## src/rtl/regfile_pkg.sv

```systemverilog
// Shared types, default sizes and the forwarding-priority helper for the
// multi-port register file.
package regfile_pkg;

    localparam int REG_WIDTH_D  = 32;
    localparam int NUM_REGS_D   = 32;

    // Upper bound on write ports that fwd_select can arbitrate between.
    localparam int MAX_WR_PORTS = 8;
    localparam int SEL_W        = $clog2(MAX_WR_PORTS);

    typedef logic [4:0]  reg_addr_t;
    typedef logic [31:0] reg_data_t;

    // Highest-index set bit wins, matching write-port priority.
    function automatic logic [SEL_W-1:0] fwd_select(input logic [MAX_WR_PORTS-1:0] hits);
        logic [SEL_W-1:0] sel;
        sel = '0;
        for (int i = 0; i < MAX_WR_PORTS; i++) begin
            if (hits[i]) begin
                sel = SEL_W'(i);
            end
        end
        return sel;
    endfunction

endpackage

```

## src/rtl/regfile_scoreboard.sv

```systemverilog
// Pending-producer scoreboard: one busy bit per register, set at issue and
// cleared by writeback or a pipeline flush, plus a registered popcount.
module regfile_scoreboard
    import regfile_pkg::*;
#(
    parameter int NUM_REGS = NUM_REGS_D,
    parameter int NUM_WR   = 1,
    parameter int AW       = $clog2(NUM_REGS)
) (
    input  logic                 clk,
    input  logic                 reset_b,
    input  logic [NUM_WR-1:0]    wr_en,
    input  logic [NUM_WR*AW-1:0] wr_addr,
    input  logic                 alloc_en,
    input  logic [AW-1:0]        alloc_addr,
    input  logic                 flush,
    output logic [NUM_REGS-1:0]  pending,
    output logic [NUM_REGS-1:0]  wr_hit,
    output logic [AW:0]          pending_cnt
);

    logic [NUM_REGS-1:0] pending_next;
    logic [AW:0]         cnt_next;

    always_comb begin
        wr_hit = '0;
        for (int e = 0; e < NUM_REGS; e++) begin
            for (int w = 0; w < NUM_WR; w++) begin
                if (wr_en[w] && (wr_addr[w*AW +: AW] == AW'(e))) begin
                    wr_hit[e] = 1'b1;
                end
            end
        end
    end

    // Alloc outranks a same-cycle writeback: the newly issued producer is younger.
    always_comb begin
        pending_next = pending;
        for (int e = 1; e < NUM_REGS; e++) begin
            if (flush) begin
                pending_next[e] = 1'b0;
            end else if (alloc_en && (alloc_addr == AW'(e))) begin
                pending_next[e] = 1'b1;
            end else if (wr_hit[e]) begin
                pending_next[e] = 1'b0;
            end
        end
        pending_next[0] = 1'b0;
    end

    always_comb begin
        cnt_next = '0;
        for (int e = 0; e < NUM_REGS; e++) begin
            cnt_next = cnt_next + {{AW{1'b0}}, pending_next[e]};
        end
    end

    always_ff @(posedge clk or negedge reset_b) begin
        if (!reset_b) begin
            pending     <= '0;
            pending_cnt <= '0;
        end else begin
            pending     <= pending_next;
            pending_cnt <= cnt_next;
        end
    end

endmodule

```

## src/rtl/regfile_mp.sv

```systemverilog
// Multi-port register file with same-cycle write forwarding and a pending
// scoreboard feeding the hazard logic. Entry 0 always reads as zero.
module regfile_mp
    import regfile_pkg::*;
#(
    parameter int REG_WIDTH = REG_WIDTH_D,
    parameter int NUM_REGS  = NUM_REGS_D,
    parameter int NUM_RD    = 2,
    parameter int NUM_WR    = 1,
    parameter int AW        = $clog2(NUM_REGS)
) (
    input  logic                        clk,
    input  logic                        reset_b,
    input  logic [NUM_RD*AW-1:0]        rd_addr,
    output logic [NUM_RD*REG_WIDTH-1:0] rd_dout,
    output logic [NUM_RD-1:0]           rd_busy,
    input  logic [NUM_WR-1:0]           wr_en,
    input  logic [NUM_WR*AW-1:0]        wr_addr,
    input  logic [NUM_WR*REG_WIDTH-1:0] wr_din,
    input  logic                        alloc_en,
    input  logic [AW-1:0]               alloc_addr,
    input  logic                        flush,
    output logic [AW:0]                 pending_cnt
);

    logic [REG_WIDTH-1:0]    mem [NUM_REGS];
    logic [NUM_REGS-1:0]     pending;
    logic [NUM_REGS-1:0]     wr_hit;
    logic [AW-1:0]           rd_a;
    logic [MAX_WR_PORTS-1:0] rd_hits;
    logic [SEL_W-1:0]        rd_sel;

    regfile_scoreboard #(
        .NUM_REGS (NUM_REGS),
        .NUM_WR   (NUM_WR),
        .AW       (AW)
    ) u_scoreboard (
        .clk         (clk),
        .reset_b     (reset_b),
        .wr_en       (wr_en),
        .wr_addr     (wr_addr),
        .alloc_en    (alloc_en),
        .alloc_addr  (alloc_addr),
        .flush       (flush),
        .pending     (pending),
        .wr_hit      (wr_hit),
        .pending_cnt (pending_cnt)
    );

    // Ports are visited in ascending order so the highest-index write lands last.
    always_ff @(posedge clk or negedge reset_b) begin
        if (!reset_b) begin
            for (int e = 0; e < NUM_REGS; e++) begin
                mem[e] <= '0;
            end
        end else begin
            for (int e = 1; e < NUM_REGS; e++) begin
                for (int w = 0; w < NUM_WR; w++) begin
                    if (wr_en[w] && (wr_addr[w*AW +: AW] == AW'(e))) begin
                        mem[e] <= wr_din[w*REG_WIDTH +: REG_WIDTH];
                    end
                end
            end
        end
    end

    always_comb begin
        rd_dout = '0;
        rd_busy = '0;
        rd_a    = '0;
        rd_hits = '0;
        rd_sel  = '0;
        for (int i = 0; i < NUM_RD; i++) begin
            rd_a    = rd_addr[i*AW +: AW];
            rd_hits = '0;
            for (int w = 0; w < NUM_WR; w++) begin
                rd_hits[w] = wr_en[w] && (wr_addr[w*AW +: AW] == rd_a);
            end
            rd_sel = fwd_select(rd_hits);
            if (rd_a != '0) begin
                if (|rd_hits) begin
                    rd_dout[i*REG_WIDTH +: REG_WIDTH] = wr_din[int'(rd_sel)*REG_WIDTH +: REG_WIDTH];
                end else begin
                    rd_dout[i*REG_WIDTH +: REG_WIDTH] = mem[rd_a];
                end
                rd_busy[i] = pending[rd_a] && !wr_hit[rd_a];
            end
        end
    end

endmodule

```

## config.mk

```make
export PLATFORM = sky130hd
export DESIGN_NAME = regfile_mp
export DESIGN_NICKNAME = d
export VERILOG_FILES = /design/src/rtl/regfile_pkg.sv /design/src/rtl/regfile_scoreboard.sv /design/src/rtl/regfile_mp.sv
export SDC_FILE = /design/constraint.sdc
export NUM_CORES = 2
export LEC_CHECK = 0
export CORE_MARGIN = 1
export CORE_UTILIZATION = 30
export DETAILED_ROUTE_END_ITERATION = 8
export PLACE_DENSITY = 0.52
export SETUP_SLACK_MARGIN = 0.5
export SLEW_MARGIN = 20
export SYNTH_ARGS = -nofsm -noshare
export SYNTH_HDL_FRONTEND = slang
export SYNTH_SLANG_ARGS = --single-unit
```

## constraint.sdc

```tcl
create_clock -name clk -period 10.6 [get_ports clk]
set_clock_uncertainty 0.15 [all_clocks]
set_input_delay 1.06 -clock clk [delete_from_list [all_inputs] [get_ports clk]]
set_output_delay 1.06 -clock clk [all_outputs]
set_load 0.02 [all_outputs]
```

==> reports/summary.md <==
The share of the Yosys chip area taken by registers is 44.7%. The tools report the type of element launching the critical path as a primary input. Power comes to 11.9 mW.

Post-CTS repair changed the size of 0 cells. The number of different library cells used by synthesis comes to 71. CTS saw 1,029 sinks. Derived from the worst setup path, the maximum achievable clock frequency is 0.133 GHz. The smallest clock period supported by the final layout is computed as 7.50 ns. Number of hold buffers added after cts: 0. The analysis attributes to cell leakage a power of 27.6 nW. After synthesis, the share of flip-flops with an asynchronous set or reset is 100%.

After floorplanning, the core was divided into 160 placement rows. The number of placed instances, taps included, is 6,590. The H-tree was split into 3 levels.

The tools report the total count of max-transition violations in the final report as 0. The flow ran to the end, and the final reports show no timing, DRC or antenna violations. The congestion estimate from routability-driven global placement came to 0.834. The clock reaches the later pin of the worst-skew pair after 0.74 ns. The most repeated library cell on the critical path is sky130_fd_sc_hd__fa_1. Entering global routing, the biggest net connects 157 pins. Initial antenna violation count: 6. The signal on the critical path passes through clkdlybuf4s50_1 > and2_1 > nor3b_2 > and2_2 > buf_4 > nand2b_1 > a21oi_1 > inv_1 > fa_1 > fa_1 > inv_1 > fa_1 > inv_1 > fa_1 > fa_1 > inv_1 > fa_1 > ha_1 > inv_1 > fa_1 > inv_1 > a21o_1 > a21oi_1 > xnor2_1.

129 I/O pins were placed. The slowest stage of the critical path belongs to the cell sky130_fd_sc_hd__buf_4. After technology mapping, the gate count stands at 4,268. The number of synthesized register bits is 1,029, and the count of endpoints failing setup in the final report is 0. The average instance area after synthesis came out at 13.5 um^2.

The first global-routing pass estimated 311,000 um of wire. After detailed routing, the number of remaining DRC violations is 0. The number of hold violations in the final report came out at 0. The buffer depth of the longest clock path is 3.

The post-layout utilization of the core is 34.0%, and the overall die width is 440 um. For this run the aggregate overflow at the end of global routing stands at 0. TritonCTS built the clock tree.

The count of flip-flops with a built-in enable after synthesis was 0. The first TritonRoute pass finished after 7 iterations. For the post-synthesis net count, the log shows 4,357. Adding up every negative setup slack in the final design gives 0 ns. Excluding fillers, the count of instances in the completed layout stands at 6,801. The post-CTS setup buffer count was 0; the detailed-route via count was 39,400. The slew at the pin closest to its max-slew limit is 1.18 ns.

Clock tree synthesis selected as its root buffer the cell sky130_fd_sc_hd__clkbuf_16. The floorplan step set the die height to 440 um. VDD sags by at most 0.000124 V. The relative slew slack is 21.5%, and the total routing resource utilization after global routing is 22.2%.

Setup repair after global routing left no endpoint under its margin. Ratio of routed vias to standard cells: 5.79. The tools report the type of element capturing the critical path as a flip-flop.

The signed area change from the synthesized netlist to the final layout was 12.6%. For flop-to-flop paths, the worst setup slack is 5.32 ns. For the total wire length after detailed routing, the log shows 216,000 um. In the final layout, the share of cells above drive strength 1 is 42.8%. Across all hold checks on the routed design, the worst slack comes to 0.165 ns. The post-synthesis cell area is 57,600 um^2. The number of nets in the final layout is 4,287. By area the synthesized netlist is led by sky130_fd_sc_hd__dfrtp_1 45%, sky130_fd_sc_hd__mux2_2 22%, sky130_fd_sc_hd__mux4_2 12%.

The min-delay analysis places its worst path in the category primary input to asynchronous set/reset pin. The run gives 40,500 as the via count of the first global-routing pass. In this run, the number of DRC markers left after iteration 0 of detailed routing was 3,447.

The worst path uses 70.7% of the clock period. Once the floorplan was initialized, standard cells occupied 30.2% of the core. Clock-pin slew was measured on the worst setup and hold paths at 0.06 ns. The floorplan step defined a die boundary enclosing 194,000 um^2. For the data arrival time of the critical path, the log shows 7.97 ns. In this run the tool buffered the top-level ports with 128 buffer cells.

After detailed routing, the average wire length per cell comes to 31.7 um. In this run the biggest area consumer among cell types represents 44.7% of the synthesized area. Of all nets on the critical path, the largest fanout is 33. Across the run, the number of max-cap violations was 0. The commonest cells after synthesis are 1,118 x sky130_fd_sc_hd__mux2_2, 1,029 x sky130_fd_sc_hd__dfrtp_1, 306 x sky130_fd_sc_hd__mux4_2. Summed over all nets, the half-perimeter wirelength after detailed placement is 124,000 um.

The class of the most critical setup path is primary input to flip-flop. The total power per unit cell area came out at 184 nW/um^2. In this run the remaining antenna-violating nets after routing total 0.

Yosys instantiated no cell more often than sky130_fd_sc_hd__mux2_2. sky130_fd_sc_hd__dfrtp_1 takes more of the synthesized area than any other cell. The core region is 190,000 um^2. For this run, the number of Yosys warnings is 32. STA puts the critical path data required time at 11.07 ns.

The largest single stage delay on the critical path is 0.69 ns. The dominant synthesized flop cell was sky130_fd_sc_hd__dfrtp_1. Number of buffers created by CTS: 117.
[cells in the final DEF (no fill, tap or decap), types with 11 or more instances in the layout]
master / n
sky130_fd_sc_hd__a211oi_1: 23
sky130_fd_sc_hd__a21o_1: 23
sky130_fd_sc_hd__a21oi_1: 60
sky130_fd_sc_hd__a221oi_1: 114
sky130_fd_sc_hd__a22oi_1: 55
sky130_fd_sc_hd__and3_1: 12
sky130_fd_sc_hd__buf_2: 15
sky130_fd_sc_hd__buf_4: 121
sky130_fd_sc_hd__bufinv_16: 11
sky130_fd_sc_hd__clkbuf_1: 24
sky130_fd_sc_hd__clkbuf_16: 119
sky130_fd_sc_hd__clkbuf_8: 28
sky130_fd_sc_hd__clkdlybuf4s50_1: 103
sky130_fd_sc_hd__clkinv_2: 20
sky130_fd_sc_hd__dfrtp_1: 1029
sky130_fd_sc_hd__fa_1: 23
sky130_fd_sc_hd__inv_1: 53
sky130_fd_sc_hd__mux2_2: 1118
sky130_fd_sc_hd__mux2i_1: 221
sky130_fd_sc_hd__mux4_1: 15
sky130_fd_sc_hd__mux4_2: 306
sky130_fd_sc_hd__nand2_1: 85
sky130_fd_sc_hd__nand2b_1: 32
sky130_fd_sc_hd__nand3_1: 14
sky130_fd_sc_hd__nor2_1: 115
sky130_fd_sc_hd__nor2_4: 14
sky130_fd_sc_hd__nor2b_1: 22
sky130_fd_sc_hd__nor3_1: 85
sky130_fd_sc_hd__nor4_1: 49
sky130_fd_sc_hd__o21ai_0: 67
sky130_fd_sc_hd__o22ai_1: 88
sky130_fd_sc_hd__o2bb2ai_1: 15
sky130_fd_sc_hd__o41ai_1: 11
[final cells by class]
| type | count | area (um^2) |
|---|---|---|
| Fill cell | 18600 | 126000 |
| Multi-Input combinational cell | 2740 | 29400 |
| Sequential cell | 1029 | 25700 |
| Clock buffer | 171 | 3450 |
| Tap cell | 2511 | 3140 |
| Timing Repair Buffer | 255 | 2290 |
| Clock inverter | 38 | 503 |
| Inverter | 55 | 206 |
| Antenna cell | 2 | 5.00 |
[sequential cells by signal, indices dropped and copies added, names as in the netlist]
name / count
mem: 992
u_scoreboard.pending: 31
u_scoreboard.pending_cnt: 6
[power by group]
group,leakage [nW],internal (mW),switching (mW)
registers,13.2,4.68,0.528
clock network,1.95,2.51,1.74
logic,12.5,1.37,1.10
[critical path: cells and delay by family]
| kind | cells | cell delay [ns] |
|---|---|---|
| buffers and inverters | 8 | 1.69 |
| xor gates and xnor gates | 1 | 0.13 |
| adders and majority gates | 8 | 3.50 |
| and+or+nand+nor | 4 | 1.32 |
| AOI/OAI and AO/OA | 3 | 0.26 |
[layer usage]
layer  part of all wire, %  vias up  track usage [%]
li1                      -    16200                -
met1                    42    21300             29.2
met2                    48     1435             36.4
met3                   5.7      418             3.29
met4                   4.3        6             9.40
met5                 0.020        -                0
[through the flow]
stage | setup WS, ns | instance area, um^2
3_5_place_dp | 2.42 | 60900
3_3_place_gp | 2.43 | 60900
4_1_cts | 3.18 | 64800
2_1_floorplan | 3.91 | 57600
5_1_grt | 2.80 | 64800
6_report | 3.10 | 64800
[cells by family (layout without fill, tap and decap cells)]
kind of cell | Yosys count | in the layout | share of synthesized area [%]
simple gates | 498 | 498 | 4.32
flops | 1029 | 1029 | 44.7
compound gates | 528 | 528 | 6.58
fa+ha+maj | 32 | 32 | 0.996
mux | 1669 | 1669 | 38.6
buf+inv | 499 | 519 | 4.62
xor+xnor | 13 | 13 | 0.198
other cells | 0 | 2 | 0
[path summary, 6_finish.rpt]
| kind | start | depth (start not counted) | endpoint |
|---|---|---|---|
| worst max register to register | u_scoreboard.pending[1]$_DFF_PN0_ | 18 | u_scoreboard.pending_cnt[4]$_DFF_PN0_ |
| max in group asynchronous | reset_b | 3 | mem[840]$_DFFE_PN0P_ |
| min in group clk | mem[353]$_DFFE_PN0P_ | 1 | mem[353]$_DFFE_PN0P_ |
| worst min register to register | mem[353]$_DFFE_PN0P_ | 1 | mem[353]$_DFFE_PN0P_ |
| worst max-delay path | wr_en | 24 | u_scoreboard.pending_cnt[4]$_DFF_PN0_ |
| worst min-delay path | reset_b | 1 | mem[734]$_DFFE_PN0P_ |
(Power assumes the default switching activity.)
